[config.mk]
export PLATFORM = sky130hd
export DESIGN_NAME = alu_serial_exec
export DESIGN_NICKNAME = d
export VERILOG_FILES = /design/src/rtl/alu_pkg.sv /design/src/rtl/alu_digit.sv /design/src/rtl/alu_serial_exec.sv
export SDC_FILE = /design/constraint.sdc
export NUM_CORES = 1
export LEC_CHECK = 0
export BUFFER_PORTS_ARGS = -buffer_cell sky130_fd_sc_hd__buf_2
export CAP_MARGIN = 10
export CORE_MARGIN = 5
export CORE_UTILIZATION = 53
export CTS_CLUSTER_DIAMETER = 80
export DETAILED_ROUTE_END_ITERATION = 8
export PLACE_DENSITY_LB_ADDON = 0.25
export SYNTH_ARGS = -nofsm -noshare
export SYNTH_HDL_FRONTEND = slang
export SYNTH_SLANG_ARGS = --single-unit
[constraint.sdc]
create_clock -name i_clk -period 6.6 [get_ports i_clk]
set_input_delay 0.66 -clock i_clk [delete_from_list [all_inputs] [get_ports i_clk]]
set_output_delay 0.66 -clock i_clk [all_outputs]
set_load 0.01 [all_outputs]
[src/rtl/alu_pkg.sv]
// Shared ALU definitions: operation codes (common with the ALU control decoder),
// serial-execution FSM state encoding and a legality check for incoming codes.
package alu_pkg;

    localparam logic [3:0] ALU_AND = 4'b0000;
    localparam logic [3:0] ALU_OR  = 4'b0001;
    localparam logic [3:0] ALU_ADD = 4'b0010;
    localparam logic [3:0] ALU_SUB = 4'b0110;
    localparam logic [3:0] ALU_SLT = 4'b0111;
    localparam logic [3:0] ALU_NOR = 4'b1100;

    localparam logic [1:0] ST_IDLE = 2'd0;
    localparam logic [1:0] ST_RUN  = 2'd1;
    localparam logic [1:0] ST_DONE = 2'd2;

    function automatic logic is_legal_alu_code(input logic [3:0] code);
        logic legal;
        legal = 1'b0;
        case (code)
            ALU_AND, ALU_OR, ALU_ADD, ALU_SUB, ALU_SLT, ALU_NOR: legal = 1'b1;
            default: legal = 1'b0;
        endcase
        return legal;
    endfunction

endpackage

[src/rtl/alu_digit.sv]
// Combinational DIGIT-bit ALU slice: bitwise ops or a ripple add with carry in,
// also exposing the carry into its MSB so the final digit can derive overflow.
module alu_digit
    import alu_pkg::*;
#(
    parameter int DIGIT = 8
) (
    input  logic [3:0]       op,
    input  logic [DIGIT-1:0] a,
    input  logic [DIGIT-1:0] b,
    input  logic             cin,
    output logic [DIGIT-1:0] y,
    output logic             cout,
    output logic             c_into_msb
);

    logic [DIGIT-1:0] b_eff;
    logic [DIGIT-1:0] sum;
    logic [DIGIT:0]   carry;

    // Subtraction is a + ~b + 1; the +1 arrives as the initial carry of the first digit.
    assign b_eff    = (op == ALU_SUB || op == ALU_SLT) ? ~b : b;
    assign carry[0] = cin;

    for (genvar i = 0; i < DIGIT; i++) begin : g_ripple
        assign sum[i]     = a[i] ^ b_eff[i] ^ carry[i];
        assign carry[i+1] = (a[i] & b_eff[i]) | (carry[i] & (a[i] ^ b_eff[i]));
    end

    assign cout       = carry[DIGIT];
    assign c_into_msb = carry[DIGIT-1];

    always_comb begin
        y = sum;
        case (op)
            ALU_AND: y = a & b;
            ALU_OR:  y = a | b;
            ALU_NOR: y = ~(a | b);
            default: y = sum;
        endcase
    end

endmodule

[src/rtl/alu_serial_exec.sv]
// Digit-serial EX-stage ALU: accepts one request, processes DIGIT bits per cycle
// LSB first, then holds the registered result and flags until downstream accepts.
module alu_serial_exec
    import alu_pkg::*;
#(
    parameter int WIDTH = 32,
    parameter int DIGIT = 8
) (
    input  logic             i_clk,
    input  logic             i_rst,
    input  logic             i_valid,
    output logic             o_ready,
    input  logic [3:0]       i_aluControl,
    input  logic [WIDTH-1:0] i_a,
    input  logic [WIDTH-1:0] i_b,
    output logic             o_valid,
    input  logic             i_ready,
    output logic [WIDTH-1:0] o_result,
    output logic             o_zero,
    output logic             o_overflow,
    output logic             o_illegal,
    output logic [1:0]       o_state
);

    localparam int N     = WIDTH / DIGIT;
    localparam int CNT_W = (N > 1) ? $clog2(N) : 1;
    localparam logic [CNT_W-1:0] LAST = CNT_W'(N - 1);

    if (WIDTH % DIGIT != 0) begin : g_bad_digit
        $error("alu_serial_exec: WIDTH must be a multiple of DIGIT");
    end

    // Handshakes: a transfer happens on a rising edge where valid and ready are both 1.
    // Upstream holds i_valid and operands until o_ready; o_valid stays high with stable
    // outputs until i_ready, and the unit never accepts in the cycle it retires a result.

    logic [1:0]       state;
    logic [WIDTH-1:0] a_q;
    logic [WIDTH-1:0] b_q;
    logic [3:0]       op_q;
    logic             illegal_q;
    logic [CNT_W-1:0] cnt;
    logic             carry_q;
    logic [WIDTH-1:0] res_q;
    logic             zero_q;
    logic             ovf_q;

    logic [DIGIT-1:0] dig_y;
    logic             dig_cout;
    logic             dig_cmsb;
    logic [WIDTH-1:0] res_shift;
    logic [WIDTH-1:0] final_res;
    logic             dig_ovf;
    logic             ovf_next;
    logic             code_legal;
    logic             code_sub;

    alu_digit #(.DIGIT(DIGIT)) u_digit (
        .op         (op_q),
        .a          (a_q[DIGIT-1:0]),
        .b          (b_q[DIGIT-1:0]),
        .cin        (carry_q),
        .y          (dig_y),
        .cout       (dig_cout),
        .c_into_msb (dig_cmsb)
    );

    // Each new digit enters at the top, so after N digits the first one sits at bit 0.
    if (N == 1) begin : g_single
        assign res_shift = dig_y;
    end else begin : g_multi
        assign res_shift = {dig_y, res_q[WIDTH-1:DIGIT]};
    end

    assign dig_ovf    = dig_cmsb ^ dig_cout;
    assign ovf_next   = (op_q == ALU_ADD || op_q == ALU_SUB) & dig_ovf;
    assign code_legal = is_legal_alu_code(i_aluControl);
    assign code_sub   = (i_aluControl == ALU_SUB) || (i_aluControl == ALU_SLT);

    always_comb begin
        final_res = res_shift;
        // SLT corrects the raw sign of a-b with overflow to get a true signed compare.
        if (op_q == ALU_SLT) final_res = WIDTH'(dig_y[DIGIT-1] ^ dig_ovf);
    end

    always_ff @(posedge i_clk) begin
        if (i_rst) begin
            state     <= ST_IDLE;
            a_q       <= '0;
            b_q       <= '0;
            op_q      <= ALU_ADD;
            illegal_q <= 1'b0;
            cnt       <= '0;
            carry_q   <= 1'b0;
            res_q     <= '0;
            zero_q    <= 1'b0;
            ovf_q     <= 1'b0;
        end else begin
            case (state)
                ST_IDLE: begin
                    if (i_valid) begin
                        a_q       <= i_a;
                        b_q       <= i_b;
                        op_q      <= code_legal ? i_aluControl : ALU_ADD;
                        illegal_q <= ~code_legal;
                        carry_q   <= code_legal & code_sub;
                        cnt       <= '0;
                        zero_q    <= 1'b0;
                        ovf_q     <= 1'b0;
                        state     <= ST_RUN;
                    end
                end
                ST_RUN: begin
                    a_q     <= a_q >> DIGIT;
                    b_q     <= b_q >> DIGIT;
                    carry_q <= dig_cout;
                    if (cnt == LAST) begin
                        res_q  <= final_res;
                        zero_q <= (final_res == '0);
                        ovf_q  <= ovf_next;
                        cnt    <= '0;
                        state  <= ST_DONE;
                    end else begin
                        res_q <= res_shift;
                        cnt   <= cnt + 1'b1;
                    end
                end
                ST_DONE: begin
                    if (i_ready) state <= ST_IDLE;
                end
                default: state <= ST_IDLE;
            endcase
        end
    end

    assign o_ready    = (state == ST_IDLE);
    assign o_valid    = (state == ST_DONE);
    assign o_result   = res_q;
    assign o_zero     = zero_q;
    assign o_overflow = ovf_q;
    assign o_illegal  = illegal_q;
    assign o_state    = state;

endmodule
After elaboration in Yosys (flattened, before gate mapping). Cells that the tools add are included.

Flip-flop bits (word level): 108. Bits of input ports: 72. Output and inout bits: 39. Word-level logic and storage cells: 113.

$add $sub $neg: 1. Equal/unequal tests: 16. Mux-type cells: 24. Bitwise logic cells: 49. Reductions and logical operators: 13.

Operators by type and width (count): $mux 32 (4); $pmux 32 s2 (2); $logic_not 32->1 (1); $pmux 8 s3 (1); $and 1x1->1 (18); $xor 1x1->1 (18); $eq 4x3->1 const B (4); $not 8->8 (2); $mux 2 (5); $and 8x8->8 (1); $eq 4x1->1 const B (2); $eq 4x2->1 const B (2); $eq 4x4->1 const B (2); $logic_not 4->1 (2); $mux 8 (1); $or 1x1->1 (8); $or 8x8->8 (1); $pmux 1 s2 (3); $pmux 2 s3 (1); $reduce_and 3->1 (2); $reduce_or 6->1 (1); $mux 1 (5); $eq 2x2->1 const B (2); $mux 4 (1); 10 further kinds (14).

Depth between registers and ports, before layout.
Depth in word-level cells: 26. Gate-level depth with buffers: 18. Mapped depth without buffers: 17.

Cells and area by module. A second synthesis with hierarchy kept.

Cells, all modules: 597. Area, all modules: 4919.7 um^2.

Modules (own cells, without submodules): alu_serial_exec (times used 1, cells an instance 531, area an instance 4352.9 um^2, seq. area each 2162.1 um^2); alu_digit (times used 1, cells an instance 66, area an instance 566.8 um^2, seq. area each 0.0 um^2).

Worst setup path before layout. No wires, ideal clock.

Path type: flip-flop to flip-flop. From: register op_q[3]. To: register zero_q (netlist: o_zero). Setup time: 0.075 ns. Arrival time: 5.170 ns. Data required time: 6.525 ns. Slack: 1.355 ns. Cell stages (with the launch flop): 19. Path buffers: 1. Period minus slack after synthesis: 5.245 ns. Cells stage by stage: dfxtp_1 > nand3b_1 > clkbuf_1 > xnor2_1 > fa_1 > fa_1 > fa_1 > fa_1 > fa_1 > inv_1 > fa_1 > inv_1 > fa_1 > fa_1 > inv_1 > a221oi_2 > xor2_1 > o41a_1 > o22ai_1.

Longest elaborated chain between the ends: 26. Elaborated cells on any way between the ends: 54. Those cells by class: eq/ne (4); mux (5); bitwise (42); reduce/logical (3).

RTL lines: from (decl) (line alu_serial_exec.sv:40) `logic [3:0] op_q;`; from (signal assigned) (line alu_serial_exec.sv:104) `op_q <= code_legal ? i_aluControl : ALU_ADD;`; $eq 4x3->1 (on tied branches) (line alu_digit.sv:22, alu_serial_exec.sv:83); $logic_or 1x1->1 (line alu_digit.sv:22) `assign b_eff = (op == ALU_SUB || op == ALU_SLT) ? ~b : b;`; $mux 8 (line alu_digit.sv:22); $xor 1x1->1 (line alu_digit.sv:26, alu_digit.sv:27); $and 1x1->1 (line alu_digit.sv:27) `assign carry[i+1] = (a[i] & b_eff[i]) | (carry[i] & (a[i] ^ b_eff[i]));`; $or 1x1->1 (line alu_digit.sv:27); $and 1x1->1 (line alu_digit.sv:27); $or 1x1->1 (line alu_digit.sv:27); [... 10 more ...]; $and 1x1->1 (line alu_digit.sv:27); $or 1x1->1 (line alu_digit.sv:27); $xor 1x1->1 (line alu_serial_exec.sv:75) `assign dig_ovf = dig_cmsb ^ dig_cout;`; $xor 1x1->1 (line alu_serial_exec.sv:83) `if (op_q == ALU_SLT) final_res = WIDTH'(dig_y[DIGIT-1] ^ dig_ovf);`; $mux 32 * (line alu_serial_exec.sv:83); $logic_not 32->1 * (line alu_serial_exec.sv:119) `zero_q <= (final_res == '0);`; $mux 1 * (line alu_serial_exec.sv:117) `if (cnt == LAST) begin`; $pmux 1 s2 * (line alu_serial_exec.sv:99) `case (state)`; to (signal assigned) (line alu_serial_exec.sv:119); to (decl) (line alu_serial_exec.sv:45) `logic zero_q;`.

Mark *: on every way between the ends. The rest lies on a longest branch, timed or not. The select of a mux whose other input is x is not followed. A chain may end at the register's enable or synchronous reset.

Final worst setup path.
From: register op_q[1]. To: register zero_q (netlist: o_zero).

The elaborated chain is that of the path after synthesis.

==> results.txt <==
The flow ran to the end, and the final reports show no timing, DRC or antenna violations. The maximum number of pins on one net before global-route repair came out at 109. The tools report the root buffer selected by CTS as sky130_fd_sc_hd__clkbuf_8. Yosys printed 0 warnings.

The tools report the worst-case headroom to the max-slew limit as 0.274. For this run, design rule violations remaining after detail routing come to 0. At the later pin of the worst-skew pair, clock insertion delay measures 0.37 ns.

Walking the worst path, the cells encountered are nand3b_1, buf_4, xnor2_1, fa_1, fa_1, fa_1, fa_1, fa_1, inv_1, fa_1, inv_1, fa_1, fa_1, inv_1, a221oi_2, xor2_1, o41a_1, o22ai_1. The logs give 0 for the count of antenna diodes in the layout and 4737 for the routed via count. For this design the static power due to leakage is 0.00229 uW. The share of async-settable or async-resettable flops after synthesis came out at 0. The class of the worst hold path is reg2reg.

The synthesized instance count came out at 609. For the via count of the first global-routing pass, the log shows 4342. The layout overhead on the synthesized area is 14.2%. The kind of cell with the highest combined delay on the critical path was adder cells. Once placement finished, the instance area stood at 5440 sq um. The final layout contains routed wiring with a total length of 13000 microns.

The average wire per cell in the routed design works out to 16.2 microns. At the worst endpoint, the required time is 6.88 ns. The initial antenna violation count is 0, and the post-synthesis cell area is 4910 sq um. In this run the worst path has a maximum fanout of 14. The run gives 0 as the final number of setup-violating endpoints. Setup repair after global routing left no endpoint under its margin. The number of synthesized register bits is 108. For the worst setup path, the data arrival time is 5.95 ns. The first global-routing pass estimated 21800 microns of wire. For this run, the top clock speed supported by timing is 0.176 GHz. IR analysis of the VDD net gives a maximum drop of 177 uV. The tools report the number of hold-repair buffers added at the cts stage as 0. The logs give 0.613 for the final core utilization and 108 for the clock sink count.

The run gives 8810 microns as the final HPWL from detailed placement. For the sequential cell area fraction in the yosys report, the log shows 0.440. Number of failing hold endpoints at the final stage: 0. The delay of the slowest cell on the worst path was 0.70 ns; the post-route setup TNS was 0 ns.

The number of setup buffers added after CTS is 0. The worst path needs 5.67 ns of the cycle, external delays included. Between clock sinks in the finished design, the worst skew comes to 0.0112 ns. Counting stages on the worst path, the most repeated cell is sky130_fd_sc_hd__fa_1. The finished cells cover 5610 sq um. The synthesized area divided by synthesized cell count is 8.07 sq um. TritonCTS built the clock tree. The final layout contains 764 nets. During I/O placement, the number of pins put on the boundary was 111.

The die height was 106 microns; the share of layout cells above drive strength 1 was 0.201. The number of distinct library cells after synthesis was 42; the number of buffers created by CTS was 9. STA classifies the critical path startpoint as a register. The worst setup path is captured at a register. For the area inside the core boundary, the log shows 9150 sq um. At the pin with the least slew margin, the transition time is 1.09 ns.

Dividing total power by cell area gives a power density of 239 nW/um^2. Once detail routing completed, the nets flagged for antenna violations numbered 0. The combined global-route utilization of all metal layers is 0.231, and the number of iterations in the first detailed-routing pass is 5. The floorplan has 35 rows. The final number of max-transition violations was 0.

The initial standard-cell utilization of the core came out at 0.537. For this run the aggregate overflow at the end of global routing stands at 0. Counting every net in the synthesized netlist gives 690. The number of input and output port buffers inserted was 110; the clock-pin slew reported for the worst setup and hold paths after clock tree synthesis was 0.10 ns.

For the final weighted congestion in routability-driven placement, the log shows 0.846. From left edge to right edge, the die measures 106 microns. Max-cap violations in this run came to 0. The most used flip-flop cell after synthesis is sky130_fd_sc_hd__dfxtp_1. The run gives 3 as the depth of the CTS H-tree. The tightest hold path in the finished design has a slack of 0.473 ns. The share of the clock period used by the worst path was 0.859. The slowest stage of the critical path belongs to the cell sky130_fd_sc_hd__dfxtp_1. The number of buffers and inverters on the critical path is 4. The longest clock path from root to sink contains 2 buffers. The full die area was 11300 sq um. The type of the setup path with the least slack is reg2reg. The tools report the number of violations reported at the end of detailed-routing iteration 0 as 337. Summing internal, switching and leakage power gives 1340 uW. Post-CTS repair changed the size of 0 cells.

Yosys mapped a number of flops with a built-in enable equal to 0. Using the TritonRoute via totals, the vias-per-cell ratio works out to 5.93.
## kinds of logic after synthesis
family,share of synthesized area
adder cells (fa/ha/maj),0.0351
AO/OA/AOI/OAI,0.213
XOR/XNOR,0.0178
AND/OR/NAND/NOR,0.245
flip-flops,0.440
buffers and inverters,0.0484
## power by group
group / internal [uW] / switching [uW] / leakage, uW / total [uW]
logic: 98.4 / 150 / 0.00132 / 248
registers: 697 / 40.7 / 0.000885 / 737
clock network: 137 / 220 / 0.0000824 / 357
## layout by cell type (no fill, tap or decap), types with 3 or more instances in the layout
cell type,count
sky130_fd_sc_hd__o22ai_1,9
sky130_fd_sc_hd__and2_1,8
sky130_fd_sc_hd__nor2b_1,3
sky130_fd_sc_hd__clkbuf_8,9
sky130_fd_sc_hd__nand3b_1,3
sky130_fd_sc_hd__a22oi_1,29
sky130_fd_sc_hd__nor4_1,12
sky130_fd_sc_hd__xor2_1,3
sky130_fd_sc_hd__xnor2_1,7
sky130_fd_sc_hd__nor3_1,4
sky130_fd_sc_hd__a21oi_1,36
sky130_fd_sc_hd__inv_1,7
sky130_fd_sc_hd__dfxtp_1,108
sky130_fd_sc_hd__fa_1,8
sky130_fd_sc_hd__buf_2,109
sky130_fd_sc_hd__a311oi_1,49
sky130_fd_sc_hd__nand2_1,124
sky130_fd_sc_hd__nor2_1,94
sky130_fd_sc_hd__a221oi_1,3
sky130_fd_sc_hd__clkinv_2,3
sky130_fd_sc_hd__nand3_1,19
sky130_fd_sc_hd__buf_4,6
sky130_fd_sc_hd__o211ai_1,5
## layer usage
layer  track usage  vias up  wire (microns)
li1              -     2299               -
met5             0        -               0
met1         0.335     2279            6070
met3        0.0461       13             667
met2         0.362      146            6130
met4        0.0416        0             114
## final cells by class
class,instances,area [sq um]
clock buffers,10,128
clock inverters,6,38.8
fillers,804,3540
inverters,7,26.3
multi-input cells,442,2520
flip-flops and latches,108,2160
well taps,111,139
repair buffers,115,591
## metrics by stage
stage	instances	setup WS (ns)
final	799	0.930
after global routing	799	0.582
after CTS	799	0.940
after detailed placement	783	0.983
after global placement	783	1.16
after floorplan	609	1.36
## flip-flops by register name (all words and copies together) (netlist names)
register and flops:
o_overflow 1, o_zero 1, b_q 32, carry_q 1, o_state 2, o_illegal 1, a_q 32, cnt 2
op_q 4, o_result 32
## worst reg2reg max path, delay by kind of cell (launching register included)
family	cells	cell delay (ns)
adder cells (fa/ha/maj)	8	3.25
flip-flops	1	0.70
AO/OA/AOI/OAI	3	0.80
XOR/XNOR	2	0.29
buffers and inverters	4	0.42
AND/OR/NAND/NOR	1	0.13
## synthesized netlist by cell type, drive strengths merged, types with 2 or more instances
library cell,number,share of area
and2,9,0.011
nand2b,3,0.0038
buf,15,0.015
o211ai,5,0.0076
nor4,14,0.020
clkbuf,37,0.028
nand4,2,0.0025
nand4b,2,0.0036
o22ai,9,0.011
a22oi,29,0.044
nor2,95,0.073
xnor2,7,0.012
nand2,125,0.096
dfxtp,108,0.44
nor2b,3,0.0038
a311oi,49,0.087
a21oi,37,0.040
inv,7,0.0053
xor2,3,0.0053
o21ai,2,0.0020
nand3,19,0.019
a221oi,4,0.0084
nor3,4,0.0041
nand3b,3,0.0046
fa,8,0.033
## final timing paths
kind / startpoint / end / slack, ns / cells after the start
worst max register to register: op_q[1] / o_zero / 0.93 / 18
worst min-delay path: a_q[31] / a_q[31] / 0.47 / 2
worst min register to register: a_q[31] / a_q[31] / 0.47 / 2
worst max-delay path: op_q[1] / o_zero / 0.93 / 18
No activity file was read; power rests on OpenSTA's default activity.
